<file path="src/rtl/mips16_mc_control_if.sv">
// Control-to-datapath bundle for the multi-cycle MIPS16 sequencer.
// master = control sequencer side, slave = datapath/memory side.
interface mips16_mc_control_if #(
    parameter int RETIRE_W = 16
);
    logic [2:0]          opcode;
    logic [3:0]          funct;
    logic                mem_ready;
    logic                pc_write;
    logic                ir_write;
    logic                ab_write;
    logic                alu_out_write;
    logic                alu_src_imm;
    logic                mem_read;
    logic                mem_write;
    logic                mem_addr_sel;
    logic                mdr_write;
    logic                reg_write;
    logic                reg_dst_rd;
    logic                mem_to_reg;
    logic                halted;
    logic [2:0]          state;
    logic [RETIRE_W-1:0] retired;

    modport master (
        input  opcode, funct, mem_ready,
        output pc_write, ir_write, ab_write, alu_out_write, alu_src_imm,
               mem_read, mem_write, mem_addr_sel, mdr_write,
               reg_write, reg_dst_rd, mem_to_reg, halted, state, retired
    );

    modport slave (
        output opcode, funct, mem_ready,
        input  pc_write, ir_write, ab_write, alu_out_write, alu_src_imm,
               mem_read, mem_write, mem_addr_sel, mdr_write,
               reg_write, reg_dst_rd, mem_to_reg, halted, state, retired
    );
endinterface

</file>
<file path="src/rtl/mips16_mc_control.sv">
// Multi-cycle MIPS16 control FSM: strobes are combinational from state/opcode/mem_ready.
// 4 cycles per ALU op or sw, 5 per lw; each mem_ready=0 cycle in FETCH/MEM stalls one cycle.
module mips16_mc_control #(
    parameter int RETIRE_W = 16
) (
    input  logic                 clk,
    input  logic                 rst_n,
    mips16_mc_control_if.master  bus
);
    typedef enum logic [2:0] {
        S_IDLE   = 3'd0,
        S_FETCH  = 3'd1,
        S_DECODE = 3'd2,
        S_EXEC   = 3'd3,
        S_MEM    = 3'd4,
        S_WB     = 3'd5,
        S_HALT   = 3'd7
    } state_e;

    state_e              state_q, state_d;
    logic                halted_q, halted_d;
    logic [RETIRE_W-1:0] retired_q, retired_d;
    logic                retire_en;

    logic is_rtype, is_lw, is_sw, illegal;

    assign is_rtype = (bus.opcode == 3'b000);
    assign is_lw    = (bus.opcode == 3'b110);
    assign is_sw    = (bus.opcode == 3'b111);
    assign illegal  = (bus.opcode == 3'b100) || (bus.opcode == 3'b101) ||
                      (is_rtype && (bus.funct >= 4'b1000));

    always_comb begin
        state_d           = state_q;
        halted_d          = halted_q;
        retire_en         = 1'b0;
        bus.pc_write      = 1'b0;
        bus.ir_write      = 1'b0;
        bus.ab_write      = 1'b0;
        bus.alu_out_write = 1'b0;
        bus.alu_src_imm   = 1'b0;
        bus.mem_read      = 1'b0;
        bus.mem_write     = 1'b0;
        bus.mem_addr_sel  = 1'b0;
        bus.mdr_write     = 1'b0;
        bus.reg_write     = 1'b0;
        bus.reg_dst_rd    = 1'b0;
        bus.mem_to_reg    = 1'b0;

        case (state_q)
            S_IDLE: state_d = S_FETCH;
            S_FETCH: begin
                bus.mem_read = 1'b1;
                bus.ir_write = bus.mem_ready;
                bus.pc_write = bus.mem_ready;
                if (bus.mem_ready) state_d = S_DECODE;
            end
            S_DECODE: begin
                bus.ab_write = 1'b1;
                if (illegal) begin
                    state_d  = S_HALT;
                    halted_d = 1'b1;
                end else begin
                    state_d  = S_EXEC;
                end
            end
            S_EXEC: begin
                bus.alu_out_write = 1'b1;
                bus.alu_src_imm   = !is_rtype;
                state_d           = (is_lw || is_sw) ? S_MEM : S_WB;
            end
            S_MEM: begin
                // Request and address stay asserted for the whole wait.
                bus.mem_addr_sel = 1'b1;
                bus.mem_read     = is_lw;
                bus.mem_write    = is_sw;
                bus.mdr_write    = is_lw && bus.mem_ready;
                if (bus.mem_ready) begin
                    if (is_lw) begin
                        state_d = S_WB;
                    end else begin
                        state_d   = S_FETCH;
                        retire_en = is_sw;
                    end
                end
            end
            S_WB: begin
                bus.reg_write  = 1'b1;
                bus.reg_dst_rd = is_rtype;
                bus.mem_to_reg = is_lw;
                state_d        = S_FETCH;
                retire_en      = 1'b1;
            end
            S_HALT: state_d = S_HALT;
            default: state_d = S_IDLE;
        endcase

        retired_d = retire_en ? (retired_q + {{(RETIRE_W-1){1'b0}}, 1'b1}) : retired_q;
    end

    always_ff @(posedge clk or negedge rst_n) begin
        if (!rst_n) begin
            state_q   <= S_IDLE;
            halted_q  <= 1'b0;
            retired_q <= '0;
        end else begin
            state_q   <= state_d;
            halted_q  <= halted_d;
            retired_q <= retired_d;
        end
    end

    assign bus.state   = state_q;
    assign bus.halted  = halted_q;
    assign bus.retired = retired_q;
endmodule

</file>
<file path="src/flat_wrapper.sv">
// flat-port wrapper written by rule: the top's interface ports become plain ports
module mips16_mc_control_flat 
#(
    parameter int RETIRE_W = 16
)
  (clk, rst_n, bus_opcode, bus_funct, bus_mem_ready, bus_pc_write, bus_ir_write, bus_ab_write, bus_alu_out_write, bus_alu_src_imm, bus_mem_read, bus_mem_write, bus_mem_addr_sel, bus_mdr_write, bus_reg_write, bus_reg_dst_rd, bus_mem_to_reg, bus_halted, bus_state, bus_retired);
  mips16_mc_control_if #(.RETIRE_W(RETIRE_W)) bus_i ();
  input  logic clk;
  input  logic rst_n;
  input wire logic [$bits(bus_i.opcode)-1:0] bus_opcode;
  input wire logic [$bits(bus_i.funct)-1:0] bus_funct;
  input wire logic [$bits(bus_i.mem_ready)-1:0] bus_mem_ready;
  output wire logic [$bits(bus_i.pc_write)-1:0] bus_pc_write;
  output wire logic [$bits(bus_i.ir_write)-1:0] bus_ir_write;
  output wire logic [$bits(bus_i.ab_write)-1:0] bus_ab_write;
  output wire logic [$bits(bus_i.alu_out_write)-1:0] bus_alu_out_write;
  output wire logic [$bits(bus_i.alu_src_imm)-1:0] bus_alu_src_imm;
  output wire logic [$bits(bus_i.mem_read)-1:0] bus_mem_read;
  output wire logic [$bits(bus_i.mem_write)-1:0] bus_mem_write;
  output wire logic [$bits(bus_i.mem_addr_sel)-1:0] bus_mem_addr_sel;
  output wire logic [$bits(bus_i.mdr_write)-1:0] bus_mdr_write;
  output wire logic [$bits(bus_i.reg_write)-1:0] bus_reg_write;
  output wire logic [$bits(bus_i.reg_dst_rd)-1:0] bus_reg_dst_rd;
  output wire logic [$bits(bus_i.mem_to_reg)-1:0] bus_mem_to_reg;
  output wire logic [$bits(bus_i.halted)-1:0] bus_halted;
  output wire logic [$bits(bus_i.state)-1:0] bus_state;
  output wire logic [$bits(bus_i.retired)-1:0] bus_retired;
  assign bus_i.opcode = bus_opcode;
  assign bus_i.funct = bus_funct;
  assign bus_i.mem_ready = bus_mem_ready;
  assign bus_pc_write = bus_i.pc_write;
  assign bus_ir_write = bus_i.ir_write;
  assign bus_ab_write = bus_i.ab_write;
  assign bus_alu_out_write = bus_i.alu_out_write;
  assign bus_alu_src_imm = bus_i.alu_src_imm;
  assign bus_mem_read = bus_i.mem_read;
  assign bus_mem_write = bus_i.mem_write;
  assign bus_mem_addr_sel = bus_i.mem_addr_sel;
  assign bus_mdr_write = bus_i.mdr_write;
  assign bus_reg_write = bus_i.reg_write;
  assign bus_reg_dst_rd = bus_i.reg_dst_rd;
  assign bus_mem_to_reg = bus_i.mem_to_reg;
  assign bus_halted = bus_i.halted;
  assign bus_state = bus_i.state;
  assign bus_retired = bus_i.retired;
  mips16_mc_control #(.RETIRE_W(RETIRE_W)) u_core (.clk(clk), .rst_n(rst_n), .bus(bus_i));
endmodule
</file>
<file path="config.mk">
export PLATFORM = sky130hd
export DESIGN_NAME = mips16_mc_control_flat
export DESIGN_NICKNAME = d
export VERILOG_FILES = /design/src/rtl/mips16_mc_control_if.sv /design/src/rtl/mips16_mc_control.sv /design/src/flat_wrapper.sv
export SDC_FILE = /design/constraint.sdc
export NUM_CORES = 1
export LEC_CHECK = 0
export ABC_CLOCK_PERIOD_IN_PS = 1900
export BUFFER_PORTS_ARGS = -buffer_cell sky130_fd_sc_hd__buf_4
export CAP_MARGIN = 0
export CORE_MARGIN = 2
export CORE_UTILIZATION = 47
export DETAILED_ROUTE_END_ITERATION = 10
export GPL_ROUTABILITY_DRIVEN = 0
export GPL_TIMING_DRIVEN = 0
export PLACE_DENSITY = 0.8
export SYNTH_ARGS = -nofsm -noshare
export SYNTH_HDL_FRONTEND = slang
export SYNTH_SLANG_ARGS = --single-unit
</file>
<file path="constraint.sdc">
create_clock -name clk -period 1.9 [get_ports clk]
set_input_delay 0.38 -clock clk [delete_from_list [all_inputs] [get_ports clk]]
set_output_delay 0.38 -clock clk [all_outputs]
set_load 0.01 [all_outputs]
</file>
Word level (Yosys, flattened, before mapping). Cells that the tools add are included.

Register bits: 20. Bits of input ports: 10. Output and inout bits: 32.

Mux-type cells: 20. Equality and inequality tests: 12. Add/subtract/negate cells: 1. Reductions and logical operators: 11. $lt $le $gt $ge: 1.

Operators with widths (count): $eq 3x3->1 const B (7); $pmux 3 s6 (1); $add 16x1->16 const B (1); $mux 1 (13); $mux 3 (4); $eq 3x2->1 const B (2); $logic_not 3->1 (2); $ge 4x4->1 const B (1); $ne 2x2->1 const B (2); $pmux 1 s2 (2); $reduce_and 2->1 (2); $eq 3x1->1 const B (1); $logic_or 1x1->1 (3); $logic_and 1x1->1 (2); $reduce_or 2->1 (1); $logic_not 1->1 (1).

Logic depth before layout (Yosys ltp).
Depth in word-level cells: 5. Mapped depth: 5. Depth with buffers taken out: 5.

Worst setup path before layout. Ideal clock, no wire load.

Path kind: register to output. From: register u_core.state_q[0], in the netlist u_core.bus.state[0]. To: output port bus_pc_write. Buffers on the path: 1. Stages on the path, launching flop included: 4. Setup slack: 0.074 ns. Arrival time: 1.446 ns. Cells stage by stage: dfrtp_1 -> inv_1 -> nor4b_1 -> buf_4.

Longest elaborated chain between the ends: 2.

Ends and longest elaborated chain: start, declared (RTL line mips16_mc_control.sv:20) `state_e state_q, state_d;`; start signal, assigned (RTL line mips16_mc_control.sv:107) `state_q <= state_d;`; $eq 3x1->1; $mux 1; end, declared (RTL line flat_wrapper.sv:13) `output wire logic [$bits(bus_i.pc_write)-1:0] bus_pc_write;`.

Every way passes these cells.

Worst setup path after layout.
From: register u_core.state_q[2], in the netlist u_core.bus.state[2]. To: output port bus_reg_dst_rd.

Longest elaborated chain between the ends: 2.

Ends and longest elaborated chain: $eq 3x3->1 (RTL line mips16_mc_control.sv:50) `case (state_q)`; $mux 1 (RTL line mips16_mc_control.sv:50); end, declared (RTL line flat_wrapper.sv:23) `output wire logic [$bits(bus_i.reg_dst_rd)-1:0] bus_reg_dst_rd;`.

Every way passes these cells.

==> out/metrics.csv <==
stage,metric,value,unit
floorplan,Starting Density,48.3,%
global_routing,largest net degree at the start of global routing,21,
worst_setup_path,crit-path leading delay family,simple AND/OR/NAND/NOR gates,
sta,skew final,5.27,ps
layout,fill count,168,
floorplan,I/O pins,42,
worst_setup_path,CP peak stage delay,390,ps
yosys,Main synth FF type,dfrtp_1,
drt,drt pass-1 iters,4,
job,max_cap viols,0,
global_routing,first-pass GRT wire length,4220,um
yosys,synth cell count leaders,"20 x dfrtp_1, 13 x xnor2_1, 8 x nand2_1, 7 x nand3_1, 5 x a21oi_1",
yosys,synth top area cells,"dfrtp_1 48%, xnor2_1 11%, nand3_1 3.4%, nand2_1 2.9%, a41oi_4 2.7%",
yosys,fraction of synthesis flops using an asynchronous set or reset pin,100,%
yosys,post-synthesis sequential area ratio,48.3,%
floorplan,Die Span Y,51.0,um
global_routing,initial antenna violation count,0,
yosys,synthesized flop and latch total,20,
floorplan,die area,0.00260,mm^2
power_and_ir_drop,Tot Pwr,0.00183,W
sta,Slew HR,72.8,%
yosys,post-synth top area share,48.3,%
clocking,Worst-Skew Late Latency,310,ps
place,DP HPWL,1740,um
layout,n_diodes,0,
yosys,Post-Syn Instances,97,
drt,Routed WL,2600,um
clocking,CTS max path bufs,2,
yosys,"count leader, synth",dfrtp_1,
sta,Achievable Freq,538,MHz
layout,Syn-to-layout area delta,44.1,%
yosys,Syn Nets,108,
drt,Via density,5.52,
power_and_ir_drop,Pwr Density,1220,mW/mm^2
sta,# setup viols final,0,
clocking,CTS tree,built,
floorplan,core area,0.00215,mm^2
power_and_ir_drop,maximum vdd drop,885,uV
status,status,"finished, final reports clean",
layout,share of cells above drive strength 1,44.8,%
clocking,TritonCTS Buffers,3,
worst_setup_path,CP Capture Type,primary output,
sta,Hold Slack,393,ps
clocking,"CTS clk-pin slew, worst paths",120,ps
sta,worst-margin pin slew,405,ps
worst_setup_path,Worst Path Required,1520,ps
worst_setup_path,cells along the critical path,buf_6 -> nand2b_4 -> or2_4 -> nor4_2 -> buf_4,
yosys,"EDFF count, synth",0,
min_path,worst min path class,in -> reg,
floorplan,Rows,17,
yosys,Cell variety after synth,33,
yosys,Post-Syn Area per Cell,10.7,um^2
yosys,"Cell Area, Synth",0.00104,mm^2
floorplan,Horiz. Die Dim,51.0,um
layout,FF/Latch Area,503,um^2
clocking,clk root buf,clkbuf_4,
global_routing,All-Layer GR Usage,21.6,%
sta,Final Max Tran Viols,0,
sta,Final Cycle Share,97.9,%
worst_setup_path,Crit Path Category,reg -> out,
worst_setup_path,Critical Path Fanout Max,6,
worst_setup_path,CP Launch Type,flip-flop,
layout,# nets final,157,
sta,"Hold Vio Cnt, Final",0,
drt,ANT nets after route,0,
global_routing,vias in the first global route,907,
worst_setup_path,CP bufs+invs,2,
yosys,Yosys top cell by area,dfrtp_1,
clocking,Sink Count,20,
drt,Vias,955,
power_and_ir_drop,static leakage,0.715,nW
worst_setup_path,Worst EP arrival,1480,ps
drt,DRC,0,
drt,WL/cell,15.0,um
place,number of port buffers,38,
clocking,H-Tree Depth,1,
global_routing,total global routing overflow,0,
worst_setup_path,highest-delay cell along the critical path,dfrtp_1,
layout,area taken by multi-input logic gates,551,um^2
sta,min Tclk post-route,1860,ps
drt,DR iter-0 viols,31,
yosys,Ys Warns,0,
-- cell families (layout without fill, tap and decap cells) --
| kind of cell | after synthesis | after routing | share of synthesized area [%] |
|---|---|---|---|
| flip-flops | 20 | 20 | 48.3 |
| AND/OR/NAND/NOR | 42 | 42 | 24.6 |
| buffers and inverters | 6 | 54 | 2.65 |
| AO/OA/AOI/OAI | 12 | 12 | 9.53 |
| multiplexers | 1 | 1 | 1.09 |
| XOR/XNOR | 15 | 15 | 12.7 |
| adder cells (fa/ha/maj) | 1 | 1 | 1.21 |
-- metal layers --
metal  routed length [um]  global-route usage (%)  vias to the layer above
met3                  161                    4.68                        4
met2                 1260                    35.9                       41
met5                    0                       0                        -
li1                     -                       -                      439
met1                 1140                    27.4                      471
met4                   34                    8.11                        0
-- report_power, final --
| part | leakage (nW) | total [W] | internal [W] | switching [W] |
|---|---|---|---|---|
| registers | 0.261 | 0.000600 | 0.000518 | 0.0000824 |
| clock network | 0.0210 | 0.000254 | 0.000117 | 0.000137 |
| logic | 0.434 | 0.000973 | 0.000503 | 0.000470 |
| total | 0.715 | 0.00183 | 0.00114 | 0.000689 |
-- metrics by stage --
| step | area (um^2) | setup TNS [ps] | util (%) | setup WS [ps] | instances |
|---|---|---|---|---|---|
| floorplan | 1040 | 0 | - | 73.7 | 97 |
| global placement | 1360 | 0 | 63.2 | 107 | 163 |
| detailed placement | 1360 | 0 | 63.2 | 78.6 | 163 |
| CTS | 1470 | 0 | 68.4 | 0.814 | 174 |
| global route | 1500 | -42.2 | 69.6 | -32.2 | 173 |
| finish | 1500 | 0 | 69.6 | 39.5 | 173 |
-- worst min-delay path, stage by stage --
cell	delay [ps]
buf_4	140
nand2b_1	90
a21oi_1	70
-- state kept, by name (all words and copies together) (netlist names) --
name	cells
u_core.bus.retired	16
u_core.bus.state	3
u_core.bus.halted	1
-- path summary, 6_finish.rpt --
kind                       cells after the start                      to                 from  slack (ps)
max                                            5          bus_reg_dst_rd  u_core.bus.state[2]          40
min                                            3     u_core.bus.state[0]        bus_mem_ready         390
max reg2reg                                    6  u_core.bus.retired[12]  u_core.bus.state[2]         360
min reg2reg                                    1       u_core.bus.halted    u_core.bus.halted         480
max in group asynchronous                      2     u_core.bus.state[1]                rst_n        1200
min in group asynchronous                      2  u_core.bus.retired[11]                rst_n         470
-- placed cells by master (no fill, tap or decap), types with 3 or more instances in the layout --
cell type and n:
inv_1 3, clkbuf_4 3, nand4_1 3, nor2_1 4
nand3_1 7, a21oi_1 5, nand2_1 8, and3_1 4
xnor2_1 13, dfrtp_1 18, buf_4 45
-- final cells by class --
class                   instances  share of cell area (%)
multi-input cells              71                    36.8
flip-flops and latches         20                    33.6
repair buffers                 46                    23.3
clock buffers                   4                    2.43
well taps                      28                    2.34
plain buffers                   1                   0.753
inverters                       3                   0.753
-- repair_timing --
item                                    in CTS  in global routing
pin swaps                                    0                  1
endpoints found under the setup margin      10                  6
hold buffers                                 1                  0
endpoints found under the hold margin       20                  0
gates resized for setup                      6                  6
setup buffers                                7                  0
(Power assumes the default switching activity.)
